File: config.mk
export PLATFORM = sky130hd
export DESIGN_NAME = vx_warp_ibuffer
export DESIGN_NICKNAME = d
export VERILOG_FILES = /design/src/rtl/vx_warp_ibuffer.sv
export SDC_FILE = /design/constraint.sdc
export NUM_CORES = 1
export LEC_CHECK = 0
export CAP_MARGIN = 0
export CELL_PAD_IN_SITES_DETAIL_PLACEMENT = 1
export CELL_PAD_IN_SITES_GLOBAL_PLACEMENT = 1
export CORE_ASPECT_RATIO = 1.2
export CORE_UTILIZATION = 57
export DETAILED_ROUTE_END_ITERATION = 12
export PLACE_DENSITY = 0.89
export SLEW_MARGIN = 10
export SYNTH_ARGS = -nofsm -noshare
export SYNTH_HDL_FRONTEND = slang
export SYNTH_SLANG_ARGS = --single-unit
File: constraint.sdc
create_clock -name clk -period 17.55 [get_ports clk]
set_clock_uncertainty 0.05 [all_clocks]
set_input_delay 1.755 -clock clk [delete_from_list [all_inputs] [get_ports clk]]
set_output_delay 1.755 -clock clk [all_outputs]
set_load 0.01 [all_outputs]
File: src/rtl/vx_warp_ibuffer.sv
// Per-warp instruction buffer: one circular FIFO per warp feeding a
// round-robin arbiter that locks its pick until the downstream handshake.
module vx_warp_ibuffer #(
  parameter int NUM_WARPS = 4,
  parameter int DEPTH     = 4,
  parameter int DATAW     = 64,
  localparam int WW       = $clog2(NUM_WARPS),
  localparam int PW       = $clog2(DEPTH),
  localparam int CW       = PW + 1
) (
  input  logic                 clk,
  input  logic                 reset,
  input  logic                 in_valid,
  input  logic [WW-1:0]        in_wid,
  input  logic [DATAW-1:0]     in_data,
  output logic                 in_ready,
  input  logic                 flush_valid,
  input  logic [WW-1:0]        flush_wid,
  output logic                 out_valid,
  output logic [WW-1:0]        out_wid,
  output logic [DATAW-1:0]     out_data,
  input  logic                 out_ready,
  output logic [NUM_WARPS-1:0] warp_full,
  output logic [NUM_WARPS-1:0] warp_empty
);

  logic [DATAW-1:0] mem_q [NUM_WARPS][DEPTH];
  logic [PW-1:0]    rd_q  [NUM_WARPS];
  logic [PW-1:0]    rd_d  [NUM_WARPS];
  logic [PW-1:0]    wr_q  [NUM_WARPS];
  logic [PW-1:0]    wr_d  [NUM_WARPS];
  logic [CW-1:0]    cnt_q [NUM_WARPS];
  logic [CW-1:0]    cnt_d [NUM_WARPS];

  logic [WW-1:0] last_q, last_d;
  logic [WW-1:0] lwid_q, lwid_d;
  logic          lock_q, lock_d;
  logic [WW-1:0] sel;
  logic          found;
  logic          push, pop;

  always_comb begin
    warp_full  = '0;
    warp_empty = '0;
    for (int w = 0; w < NUM_WARPS; w++) begin
      warp_full[w]  = !reset && (cnt_q[w] == CW'(DEPTH));
      warp_empty[w] = reset || (cnt_q[w] == '0);
    end
  end

  assign in_ready = reset
                  || (!warp_full[in_wid]
                  && !(flush_valid && flush_wid == in_wid));
  assign push = in_valid && in_ready && !reset;

  always_comb begin
    sel   = '0;
    found = 1'b0;
    if (lock_q) begin
      sel   = lwid_q;
      found = !warp_empty[lwid_q];
    end else begin
      for (int i = 1; i <= NUM_WARPS; i++) begin
        if (!found && !warp_empty[last_q + WW'(i)]) begin
          found = 1'b1;
          sel   = last_q + WW'(i);
        end
      end
    end
  end

  // A warp being flushed must never hand out a stale head.
  assign out_valid = found && !reset
                   && !(flush_valid && flush_wid == sel);
  assign out_wid   = sel;
  assign out_data  = out_valid ? mem_q[sel][rd_q[sel]] : '0;
  assign pop       = out_valid && out_ready;

  assign lock_d = out_valid && !out_ready;
  assign lwid_d = sel;
  assign last_d = pop ? sel : last_q;

  always_comb begin
    for (int w = 0; w < NUM_WARPS; w++) begin
      rd_d[w]  = rd_q[w];
      wr_d[w]  = wr_q[w];
      cnt_d[w] = cnt_q[w];
      if (push && in_wid == WW'(w))
        wr_d[w] = wr_q[w] + 1'b1;
      if (pop && out_wid == WW'(w))
        rd_d[w] = rd_q[w] + 1'b1;
      unique case (1'b1)
        (push && in_wid == WW'(w)) && !(pop && out_wid == WW'(w)):
          cnt_d[w] = cnt_q[w] + 1'b1;
        !(push && in_wid == WW'(w)) && (pop && out_wid == WW'(w)):
          cnt_d[w] = cnt_q[w] - 1'b1;
        default: ;
      endcase
      if (flush_valid && flush_wid == WW'(w)) begin
        rd_d[w]  = '0;
        wr_d[w]  = '0;
        cnt_d[w] = '0;
      end
    end
  end

  always_ff @(posedge clk) begin
    if (reset) begin
      for (int w = 0; w < NUM_WARPS; w++) begin
        rd_q[w]  <= '0;
        wr_q[w]  <= '0;
        cnt_q[w] <= '0;
      end
      last_q <= WW'(NUM_WARPS - 1);
      lwid_q <= '0;
      lock_q <= 1'b0;
    end else begin
      for (int w = 0; w < NUM_WARPS; w++) begin
        rd_q[w]  <= rd_d[w];
        wr_q[w]  <= wr_d[w];
        cnt_q[w] <= cnt_d[w];
      end
      last_q <= last_d;
      lwid_q <= lwid_d;
      lock_q <= lock_d;
    end
  end

  // Payload storage is deliberately left out of reset.
  always_ff @(posedge clk) begin
    if (push)
      mem_q[in_wid][wr_q[in_wid]] <= in_data;
  end

endmodule

==> impl_metrics.toml <==
[setup_path]
crit_arrival_ps = 8930
path_cells = "clkdlybuf4s50_1, nor2b_1, o32ai_1, a2111oi_4, buf_4, nor2_4, inv_8, buf_4, buf_4, a211oi_1, a31oi_1, mux2i_1, o22ai_2, clkdlybuf4s50_1"
critPathMaxStageDelay_ps = 1090
cp_num_buf_inv = 6
cp_common_cell = "buf_4"
crit_type = "in -> out"
worstPathRequired_ps = 15750
cp-end-kind = "primary output"
path_delay_family = "buffers and inverters"
worstPathMaxFanout = 107
r2r_end = "cnt_q[3][2]"
ff2ff_setup_slack_ps = 11700
slowest_stage = "buf_4"
reg2reg_depth = 15
r2r-start = "last_q[1]"
start_kind = "primary input"

[floorplan]
dieArea_mm2 = 0.0755
core_mm2 = 0.0736
row_count = 109
start_util_pct = 57.6
die-height_um = 301
ios = 149
die_w_um = 251

[place]
dp_hpwl_um = 59700
port_buffers = 148
gp_congestion = 0.783

[synthesis]
synth_top_family_by_area = "multiplexers"
synth_seq_area_share_pct = 74.1
avgSynthCellArea_um2 = 17.6
ys_warn_count = 0
synth-seq-cells = 1057
netlist_instances = 2410
synth-simple-area-share_pct = 5.99
synth_cell_type_count = 56
synth-xor-area-share_pct = 0.330
syn-cell-area_mm2 = 0.0424
ys_async_sr_fraction_pct = 0
synth_compound_area_share_pct = 6.74
synthAdderAreaFrac_pct = 0.307
synth_edf_count = 1024
synth_ff_type = "edfxtp_1"
synthesis.nets = 2491
synthMuxAreaShare_pct = 10.3

[detailed_routing]
wire_per_inst_um = 35.7
vias_per_cell = 7.05
ant_nets = 0
dr.pass1.iters = 6
route.vias.total = 25100
routed_wl_um = 127000
first_iter_violations = 3523
drc = 0

[clock_tree]
ctsLongestPathBuffers = 3
cts-root-buf = "clkbuf_16"
insertion_delay_ps = 670
clk_pin_slew_ps = 60
clock_sinks = 1057
h-tree-depth = 3
post_cts_buffers = 0
holdBufCountCts = 0
cts_buffers = 98
cts_tree = "built"
cts_resized = 0

[flow_run]
cap_violations = 0

[cells_and_area]
fill_cells = 6154
final_cell_mix = "1024 x edfxtp_1, 274 x nand2_1, 148 x clkdlybuf4s50_1"
final_common_cell = "edfxtp_1"
layout-drive-gt1-share_pct = 15.5
seqCellArea_mm2 = 0.0314
areaGrowthSynthToFinish_pct = 12.8
nets = 2613
multi_input_area_mm2 = 0.0102

[global_route]
grt_max_degree = 109
grt_pass1_vias = 26300
track_usage_pct = 33.7
antenna_found_initial = 14
grt.overflow.total = 0
grt_pass1_wl_um = 183000

[sta]
drv_slew = 0
fin_crit_sh_pct = 61.1
finalSetupViolations = 0
fmax_mhz = 93.2
slew_headroom_pct = 16.0
finalHoldViolCount = 0
rsz0062_at_grt = "no"
hold_ws_ps = 469
fin_crit_ps = 10730
worst_slew_pin_slew_ps = 1260
finalSetupTns_ps = 0

[hold_path]
worstHoldPathType = "reg -> reg"
hp-start = "rd_q[3][1]"
min_to = "rd_q[3][1]"
hold_depth = 1

[power_and_ir_drop]
cellPowerDensity_mw_per_mm2 = 130
ir_drop_mv = 0.0937
p_leak_nw = 14.6

[outcome]
outcome = "complete, no violations"
worst max-delay path by stage:
stage                      from             to  cells after the start
after global routing      reset   out_data[23]                     14
after CTS                 reset   out_data[23]                     14
after detailed placement  reset   out_data[23]                     14
after floorplan           reset  mem_q[0][100]                      9
final                     reset   out_data[23]                     14
after global placement    reset   out_data[10]                     14
cell type report:
type,count,area share [%]
diodes,10,0.0523
clock buffers,120,5.39
clock inverters,59,1.15
inverters,21,0.201
multi-input cells,1161,21.3
flip-flops and latches,1057,65.7
well taps,943,2.47
repair buffers,193,3.81
cells by family (layout without fill, tap and decap cells):
logic type	Yosys count	count (layout)
adders and majority gates	8	8
and+or+nand+nor	501	501
AOI/OAI and AO/OA	365	365
buffers and inverters	192	393
muxes	271	271
DFF	1057	1057
other	0	10
xor gates and xnor gates	16	16
layer usage:
layer / GRT usage [%] / routed length [µm]
met1: 42.8 / 45100
met4: 18.0 / 6830
met5: 0 / 69
met2: 56.2 / 63200
met3: 5.65 / 11900
power breakdown:
| part | leakage (nW) | switching [mW] | internal (mW) |
|---|---|---|---|
| Sequential | 9.49 | 0.0121 | 2.78 |
| Combinational | 3.60 | 0.788 | 0.486 |
| Clock | 1.51 | 0.971 | 1.18 |
sequential cells by signal, indices dropped and copies added, names as in the netlist:
register	cells
cnt_q	12
wr_q	8
lock_q	1
lwid_q	2
last_q	2
mem_q	1024
rd_q	8
metrics by stage:
stage | instance area [µm²] | instances | utilization, % | worst slack [ps] | power (mW)
after CTS | 47800 | 3554 | 64.9 | 6820 | 6.21
after floorplan | 42400 | 2410 | - | 7370 | 3.70
after global placement | 44700 | 3375 | 60.7 | 7410 | 3.98
final | 47800 | 3564 | 64.9 | 6820 | 6.22
after detailed placement | 44700 | 3375 | 60.7 | 6990 | 4.06
after global routing | 47800 | 3562 | 64.9 | 6500 | 6.34
cell usage after synthesis (all sizes together), types with 4 or more instances:
master / instances / area share (%)
edfxtp: 1024 / 73
nand2: 275 / 2.4
mux2i: 136 / 3.2
a31oi: 133 / 2.0
mux4: 132 / 7.0
nor3b: 129 / 2.3
a211oi: 128 / 2.3
buf: 91 / 1.3
clkbuf: 80 / 0.78
o22ai: 65 / 1.8
nor2: 37 / 0.35
dfxtp: 33 / 1.6
inv: 21 / 0.20
nor3: 16 / 0.24
a21oi: 14 / 0.17
xor2: 12 / 0.25
or3: 10 / 0.16
o21ai: 9 / 0.11
nand2b: 7 / 0.10
nand4: 6 / 0.089
nor2b: 5 / 0.074
nor4: 5 / 0.074
nor4b: 5 / 0.10
fa: 4 / 0.19
ha: 4 / 0.12
xnor2: 4 / 0.083
(Power assumes the default switching activity.)
